<file path="config.mk">
export PLATFORM = sky130hd
export DESIGN_NAME = pc_fetch_unit_flat
export DESIGN_NICKNAME = d
export VERILOG_FILES = /design/src/rtl/pc_fetch_unit_if.sv /design/src/rtl/pc_fetch_unit.sv /design/src/flat_wrapper.sv
export SDC_FILE = /design/constraint.sdc
export NUM_CORES = 1
export LEC_CHECK = 0
export CORE_ASPECT_RATIO = 1.25
export CORE_MARGIN = 4
export CORE_UTILIZATION = 30
export CTS_CLUSTER_DIAMETER = 120
export DETAILED_ROUTE_END_ITERATION = 12
export SYNTH_ARGS = -nofsm -noshare
export SYNTH_HDL_FRONTEND = slang
export SYNTH_SLANG_ARGS = --single-unit
</file>
<file path="constraint.sdc">
create_clock -name clk -period 4.6 [get_ports clk]
set_clock_uncertainty 0.15 [all_clocks]
set_input_delay 1.15 -clock clk [delete_from_list [all_inputs] [get_ports clk]]
set_output_delay 1.15 -clock clk [all_outputs]
set_load 0.05 [all_outputs]
</file>
<file path="src/rtl/pc_fetch_unit_if.sv">
// Instruction-memory fetch bus: request/address out, ready/read-data back.
interface pc_fetch_unit_if;
    logic        imem_req;
    logic [31:0] imem_addr;
    logic        imem_ready;
    logic [31:0] imem_rdata;

    modport master (
        output imem_req,
        output imem_addr,
        input  imem_ready,
        input  imem_rdata
    );

    modport slave (
        input  imem_req,
        input  imem_addr,
        output imem_ready,
        output imem_rdata
    );
endinterface

</file>
<file path="src/rtl/pc_fetch_unit.sv">
// Fetch stage: holds the PC, fetches one word per instruction and computes next-PC.
// Optional fetch timeout with sticky error state is enabled by defining FETCH_TIMEOUT_EN.
module pc_fetch_unit #(
    parameter logic [31:0] RESET_PC    = 32'h0000_0000,
    parameter int          TIMEOUT_CYC = 16
) (
    input  logic              clk,
    input  logic              rst_n,
    input  logic              PCsrc,
    input  logic [1:0]        jPC,
    input  logic [31:0]       branch_imm,
    input  logic [25:0]       jump_idx,
    input  logic [31:0]       reg_target,
    input  logic              advance,
    pc_fetch_unit_if.master   imem,
    output logic [31:0]       instr,
    output logic [5:0]        OPC,
    output logic [5:0]        func,
    output logic              instr_valid,
    output logic [31:0]       PC,
    output logic [31:0]       PC_plus4,
    output logic              fetch_err
);

`ifdef FETCH_TIMEOUT_EN
    typedef enum logic [1:0] {
        ST_IDLE  = 2'd0,
        ST_FETCH = 2'd1,
        ST_VALID = 2'd2,
        ST_ERR   = 2'd3
    } state_t;
    localparam int CNT_W = $clog2(TIMEOUT_CYC + 1);
    logic [CNT_W-1:0] cnt_r;
    logic             err_r;
`else
    typedef enum logic [1:0] {
        ST_IDLE  = 2'd0,
        ST_FETCH = 2'd1,
        ST_VALID = 2'd2
    } state_t;
`endif

    state_t      state_r;
    logic [31:0] pc_r;
    logic [31:0] instr_r;
    logic        valid_r;
    logic        req_r;
    logic [31:0] pc_plus4_s;
    logic [31:0] next_pc_s;
    logic        unused_s;

    assign pc_plus4_s     = pc_r + 32'd4;
    // Low target bits and the shifted-out immediate bits never reach the PC.
    assign unused_s       = ^{reg_target[1:0], branch_imm[31:30], (TIMEOUT_CYC > 0)};

    // Next-PC select: J-type, then jump-register, then taken branch, else sequential.
    always_comb begin
        next_pc_s = pc_plus4_s;
        case (jPC)
            2'b01:   next_pc_s = {pc_plus4_s[31:28], jump_idx, 2'b00};
            2'b10:   next_pc_s = {reg_target[31:2], 2'b00};
            default: begin
                if (PCsrc) begin
                    next_pc_s = pc_plus4_s + {branch_imm[29:0], 2'b00};
                end else begin
                    next_pc_s = pc_plus4_s;
                end
            end
        endcase
    end

    // Fetch FSM with registered request, instruction, valid and PC.
    always_ff @(posedge clk or negedge rst_n) begin
        if (!rst_n) begin
            state_r <= ST_IDLE;
            pc_r    <= RESET_PC;
            instr_r <= 32'h0000_0000;
            valid_r <= 1'b0;
            req_r   <= 1'b0;
`ifdef FETCH_TIMEOUT_EN
            cnt_r   <= '0;
            err_r   <= 1'b0;
`endif
        end else begin
            case (state_r)
                ST_IDLE: begin
                    state_r <= ST_FETCH;
                    req_r   <= 1'b1;
                end
                ST_FETCH: begin
                    if (imem.imem_ready) begin
                        instr_r <= imem.imem_rdata;
                        valid_r <= 1'b1;
                        req_r   <= 1'b0;
                        state_r <= ST_VALID;
`ifdef FETCH_TIMEOUT_EN
                        cnt_r   <= '0;
                    end else if (cnt_r == CNT_W'(TIMEOUT_CYC - 1)) begin
                        err_r   <= 1'b1;
                        req_r   <= 1'b0;
                        cnt_r   <= '0;
                        state_r <= ST_ERR;
                    end else begin
                        cnt_r   <= cnt_r + CNT_W'(1);
`else
                    end else begin
                        req_r   <= 1'b1;
`endif
                    end
                end
                ST_VALID: begin
                    if (advance) begin
                        pc_r    <= next_pc_s;
                        valid_r <= 1'b0;
                        req_r   <= 1'b1;
                        state_r <= ST_FETCH;
                    end else begin
                        state_r <= ST_VALID;
                    end
                end
`ifdef FETCH_TIMEOUT_EN
                ST_ERR: begin
                    req_r   <= 1'b0;
                    valid_r <= 1'b0;
                end
`endif
                default: begin
                    state_r <= ST_IDLE;
                    req_r   <= 1'b0;
                    valid_r <= 1'b0;
                end
            endcase
        end
    end

    assign imem.imem_req  = req_r;
    assign imem.imem_addr = pc_r;
    assign instr          = instr_r;
    assign OPC            = instr_r[31:26];
    assign func           = instr_r[5:0];
    assign instr_valid    = valid_r;
    assign PC             = pc_r;
    assign PC_plus4       = pc_plus4_s;
`ifdef FETCH_TIMEOUT_EN
    assign fetch_err      = err_r;
`else
    assign fetch_err      = 1'b0;
`endif

endmodule

</file>
<file path="src/flat_wrapper.sv">
// flat-port wrapper written by rule: the top's interface ports become plain ports
module pc_fetch_unit_flat 
#(
    parameter logic [31:0] RESET_PC    = 32'h0000_0000,
    parameter int          TIMEOUT_CYC = 16
)
  (clk, rst_n, PCsrc, jPC, branch_imm, jump_idx, reg_target, advance, instr, OPC, func, instr_valid, PC, PC_plus4, fetch_err, imem_imem_req, imem_imem_addr, imem_imem_ready, imem_imem_rdata);
  pc_fetch_unit_if imem_i ();
  input  logic clk;
  input  logic rst_n;
  input  logic PCsrc;
  input  logic [1:0] jPC;
  input  logic [31:0] branch_imm;
  input  logic [25:0] jump_idx;
  input  logic [31:0] reg_target;
  input  logic advance;
  output logic [31:0] instr;
  output logic [5:0] OPC;
  output logic [5:0] func;
  output logic instr_valid;
  output logic [31:0] PC;
  output logic [31:0] PC_plus4;
  output logic fetch_err;
  output wire logic [$bits(imem_i.imem_req)-1:0] imem_imem_req;
  output wire logic [$bits(imem_i.imem_addr)-1:0] imem_imem_addr;
  input wire logic [$bits(imem_i.imem_ready)-1:0] imem_imem_ready;
  input wire logic [$bits(imem_i.imem_rdata)-1:0] imem_imem_rdata;
  assign imem_imem_req = imem_i.imem_req;
  assign imem_imem_addr = imem_i.imem_addr;
  assign imem_i.imem_ready = imem_imem_ready;
  assign imem_i.imem_rdata = imem_imem_rdata;
  pc_fetch_unit #(.RESET_PC(RESET_PC), .TIMEOUT_CYC(TIMEOUT_CYC)) u_core (.clk(clk), .rst_n(rst_n), .PCsrc(PCsrc), .jPC(jPC), .branch_imm(branch_imm), .jump_idx(jump_idx), .reg_target(reg_target), .advance(advance), .imem(imem_i), .instr(instr), .OPC(OPC), .func(func), .instr_valid(instr_valid), .PC(PC), .PC_plus4(PC_plus4), .fetch_err(fetch_err));
endmodule
</file>
# Word-level counts from Yosys, hierarchy flattened
# Index checks and enable logic that the tools add are counted.
[totals]
ff_bits = 68
wordCells = 29
in_bits = 129
[op_classes]
bitwise_logic = 1
mux = 11
addsub = 2
reduce_logical = 4
n_eq_ne = 6
[op_table]
columns = ["operator", "count"]
rows = [
  ["$pmux W32 S2", 1],
  ["$add A32 B3 Y32 const B", 1],
  ["$add A32 B32 Y32", 1],
  ["$mux W32", 1],
  ["$pmux W1 S3", 2],
  ["$pmux W2 S3", 1],
  ["$eq A2 B1 Y1 const B", 2],
  ["$eq A2 B2 Y1 const B", 2],
  ["$mux W1", 4],
  ["$mux W2", 2],
  ["$ne A2 B2 Y1 const B", 2],
  ["$reduce_and A2 Y1", 2],
  ["$reduce_and A3 Y1", 1],
  ["$logic_not A2 Y1", 1],
  ["$not A1 Y1", 1],
]

# Longest topological paths before layout
[logic_depth]
depth_word = 4
mapped_depth = 16
ltp_nobuf = 16

# Least setup slack after synthesis
# No wires, ideal clock.
[synth_path]
kind = "register -> register"
startpoint = "reg u_core.pc_r[10], in the netlist u_core.PC[10]"
endpoint = "reg u_core.pc_r[30], in the netlist u_core.PC[30]"
stages_incl_launch_ff = 16
setup_time_ps = 137
t_required_ps = 4313
arrival_time_ps = 4648
period_less_slack_ps = 4936
path_buffers = 0
slack_ps = -336
cell_sequence = "dfrtp_1 and4_4 nand3_4 nor4b_1 nor2b_1 nand2_1 xnor2_1 ha_1 a21o_1 a21oi_1 nor2b_1 o21a_1 a2111oi_0 o22ai_1 xnor2_1 o21ai_0"
[synth_via]
elab_chain_cells = 4
[synth_rtl]
columns = ["element", "line", "text"]
rows = [
  ["start: declaration", "pc_fetch_unit.sv:44", "logic [31:0] pc_r;"],
  ["start signal: assignment", "pc_fetch_unit.sv:113", "pc_r <= next_pc_s;"],
  ["$add A32 B3 Y32", "pc_fetch_unit.sv:52", "assign pc_plus4_s = pc_r + 32'd4;"],
  ["net PC_plus4[24]", "flat_wrapper.sv:22", "output logic [31:0] PC_plus4;"],
  ["$add A32 B32 Y32", "pc_fetch_unit.sv:64", "next_pc_s = pc_plus4_s + {branch_imm[29:0], 2'b00};"],
  ["$mux W32", "pc_fetch_unit.sv:63", "if (PCsrc) begin"],
  ["$pmux W32 S2", "pc_fetch_unit.sv:59", "case (jPC)"],
]
# The timed path passes the listed nets, and every way through them passes these cells.
# A chain may end at the register's enable or synchronous reset.

# Worst setup path after layout
[layout_path]
startpoint = "reg u_core.pc_r[10], in the netlist u_core.PC[10]"
endpoint = "out PC_plus4[21]"
[layout_via]
elab_chain_cells = 1
[layout_rtl]
columns = ["element", "line"]
rows = [
  ["$add A32 B3 Y32", "pc_fetch_unit.sv:52"],
  ["end: declaration", "flat_wrapper.sv:22"],
]
# Every way passes these cells.

==> run summary <==
number of cells produced by synthesis: 654
die area: 21280 sq um
Worst Max-Slew Pin Slew: 0.9186 ns
static leakage: 3.675 nW
outcome: finished, final reports clean
number of enable-type register cells in the synthesized netlist: 0
path category of the worst min-delay check: reg -> reg
Port Buffer Count: 260
combinational share of power: 73.9%
number of standard cells in the layout, taps in and fillers out: 1115
end point of the most critical hold path: u_core.instr[17]
number of standard-cell rows in the floorplan: 56
starting density of the core: 30.47%
Final Max Tran Viols: 0
latest clock arrival within the worst-skew pair: 0.34 ns
layout cell share with drive strength beyond 1: 13.25%
number of design-rule violations left by the first detailed-router iteration: 287
initial antenna violation count: 0
Final #Nets: 1044
placeable core region: 18710 sq um
GRT Util Overall: 19.48%
number of placed instances with taps included: 1099
primary flip-flop cell chosen by synthesis mapping: sky130_fd_sc_hd__dfrtp_1
CTS hold repair buffers: 0
Worst VDD drop: 530.9 uV
worst setup path category: reg -> out
sequential area share after synthesis: 28.97%
Vert. Die Dim: 162.1 um
worst-case register-to-register setup slack: 0.37 ns
cell at the root of the clock tree: sky130_fd_sc_hd__clkbuf_16
WL/cell: 18.81 um
CTS H-Tree Depth: 3
normalized max-slew margin: 38.76%
per-cell via count in the routed design: 5.190
DR DRC count: 0
weighted congestion at the end of routability-driven global placement: 0.8671
total setup violations reported at the end of the flow: 0
crit path launch type: flip-flop
largest net degree at the start of global routing: 67
clk sink count: 66
# Max-Cap Violations: 0
total grt overflow: 0
CTS max path bufs: 2
relative contribution of sequential cells to total power: 16.4%
Layout Area Growth over Synthesis: 53.69%
post-synth design cell area: 5700 sq um
Inserted Diodes: 0
Worst R2R Path Depth: 16
slowest stage cell, crit path: sky130_fd_sc_hd__clkdlybuf4s50_1
cell depth of the worst hold path: 1
switching power as a share of total power: 55.55%
Crit path required time: 3.30 ns
end of the worst register-to-register path: u_core.PC[31]
wire length after detailed routing: 20.97 mm
TritonRoute pass-1 iters: 4
Peak Freq: 225.3 MHz
number of global-route vias before repair: 5990
Detail Route Antenna Nets: 0
clock network fraction of design power: 9.7%
Pwr Total: 7.411 mW
mean instance size in the synthesized netlist: 8.716 sq um
pwr dens: 845.9 nW/um^2
warning count from the yosys run: 0
data arrival time of the critical path: 3.14 ns
FFs w/ async S/R, synth: 100.0%
unrepaired setup endpoints after global routing: false
count of state elements after synthesis: 66
final total negative setup slack: 0 ns
first-pass GRT wire length: 33.00 mm
crit share post-route: 96.48%
distinct cell type count after synthesis: 60
clock tree from TritonCTS: yes
total CTS buffers: 9
critical-path cell list: and4_4, nand3_4, or4_4, nor2_1, xor2_2, clkdlybuf4s50_1
Clk pin slew, worst setup/hold paths: 0.06 ns
vias: 5787
hold_sp: u_core.instr[17]
element type at the critical path end: primary output
time the final worst path needs with I/O delays and setup: 4.438 ns
count of cells resized by post-cts repair: 0
largest stage delay on the critical path: 0.85 ns
origin of the critical flop-to-flop path: u_core.PC[5]
highest net fanout along the worst path: 9
horizontal extent of the die: 131.3 um
Post-CTS Setup Inserts: 0
total count of hold-check failures in the final report: 0
Cell Int Power: 3.294 mW
Boundary Pins: 272
sum of net half-perimeters after detailed placement: 16.40 mm
NetSw: 4.117 mW
[cells in the final DEF, fill, tap and decap left out, types with 8 or more instances in the layout]
cell                              netlist  final
sky130_fd_sc_hd__a211oi_1              10     10
sky130_fd_sc_hd__a21o_1                16     16
sky130_fd_sc_hd__a21oi_1               39     39
sky130_fd_sc_hd__a221oi_1              21     21
sky130_fd_sc_hd__a31oi_1               10     10
sky130_fd_sc_hd__and3_1                 8      8
sky130_fd_sc_hd__buf_4                 49     37
sky130_fd_sc_hd__clkbuf_16              0      9
sky130_fd_sc_hd__clkdlybuf4s50_1        0    249
sky130_fd_sc_hd__dfrtp_1               66     66
sky130_fd_sc_hd__ha_1                  36     35
sky130_fd_sc_hd__inv_1                 12     12
sky130_fd_sc_hd__mux2_2                32     32
sky130_fd_sc_hd__nand2_1               62     62
sky130_fd_sc_hd__nand3_1               15     15
sky130_fd_sc_hd__nand4_1                9      9
sky130_fd_sc_hd__nor2_1                42     42
sky130_fd_sc_hd__nor3_1                 8      8
sky130_fd_sc_hd__o21ai_0               39     39
sky130_fd_sc_hd__xnor2_1               30     22
sky130_fd_sc_hd__xnor2_2                1      9
sky130_fd_sc_hd__xor2_1                19     14
[power groups by stage]
stage	clock (mW)	combinational [mW]	sequential, mW
3_5_place_dp	0	5.50	1.23
5_1_grt	0.762	5.81	1.27
6_report	0.717	5.48	1.22
2_1_floorplan	0	2.96	2.13
3_3_place_gp	0	5.49	1.23
4_1_cts	0.738	5.52	1.22
[synth_stat cells, drive strengths merged, types with 12 or more instances]
cell	number	area share, %
a221oi	21	3.2
mux2	32	6.3
xor2	19	2.9
xnor2	31	4.9
nand3	17	1.8
clkbuf	32	2.1
ha	36	7.9
inv	12	0.79
nor2	43	3.1
a21o	16	2.1
o21ai	39	3.4
a21oi	39	3.4
nand2	63	4.3
buf	50	6.7
dfrtp	66	29
[worst max path at each step]
stage | endpoint | from | cells after the start | slack (ns)
final | PC_plus4[21] | u_core.PC[10] | 6 | 0.16
after global routing | u_core.PC[30] | u_core.PC[10] | 15 | 0.009
after CTS | PC_plus4[21] | u_core.PC[10] | 6 | 0.14
after detailed placement | u_core.PC[31] | branch_imm[1] | 12 | 0.13
after global placement | u_core.PC[31] | branch_imm[1] | 12 | 0.18
after floorplan | u_core.PC[30] | u_core.PC[10] | 15 | 0.01
[through the flow]
step	utilization, %	hold WS (ns)	area (sq um)	worst slack [ns]
2_1_floorplan	-	0.3355	5821	0.01407
3_3_place_gp	45.14	0.3351	8444	0.1753
3_5_place_dp	45.14	0.3422	8444	0.1344
4_1_cts	46.76	0.3561	8747	0.1390
5_1_grt	46.83	0.3717	8761	0.009475
6_report	46.83	0.3525	8761	0.1617
[worst max-delay path: cells and delay by family, from the launching register on]
kind	cells	cell delay, ns
and+or+nand+nor	4	1.18
xor gates and xnor gates	1	0.23
DFF	1	0.54
buffers and inverters	1	0.85
[registers in the layout (all words and copies together), names as in the netlist]
| register | cells |
|---|---|
| u_core.instr | 32 |
| u_core.instr_valid | 1 |
| u_core.PC | 30 |
| u_core.state_r | 2 |
| u_core.imem.imem_req | 1 |
[layout make-up]
type | instances | area [sq um]
well taps | 232 | 290.3
clock buffers | 9 | 225.2
inverters | 12 | 45.04
flip-flops and latches | 66 | 1652
clock inverters | 7 | 77.57
fillers | 1848 | 9947
repair buffers | 289 | 2830
multi-input cells | 500 | 3641
[metal layers]
layer | part of all wire, % | routed length, um | vias to the layer above | global-route usage, %
met5 | 0 | 0 | - | 0
met3 | 5.8 | 1216 | 32 | 4.244
met1 | 42 | 8722 | 2740 | 23.34
met4 | 2.2 | 452 | 0 | 6.208
li1 | - | - | 2785 | -
met2 | 50 | 10580 | 230 | 34.91
[cell families after synthesis]
| group | Yosys count | share of synthesized area (%) |
|---|---|---|
| xor+xnor | 50 | 7.814 |
| flops | 66 | 28.97 |
| simple gates | 180 | 15.83 |
| other cells | 1 | 0.06578 |
| compound gates | 192 | 22.85 |
| fa+ha+maj | 37 | 8.253 |
| mux | 34 | 6.673 |
| buf+inv | 94 | 9.548 |
No activity file was read; power rests on OpenSTA's default activity.
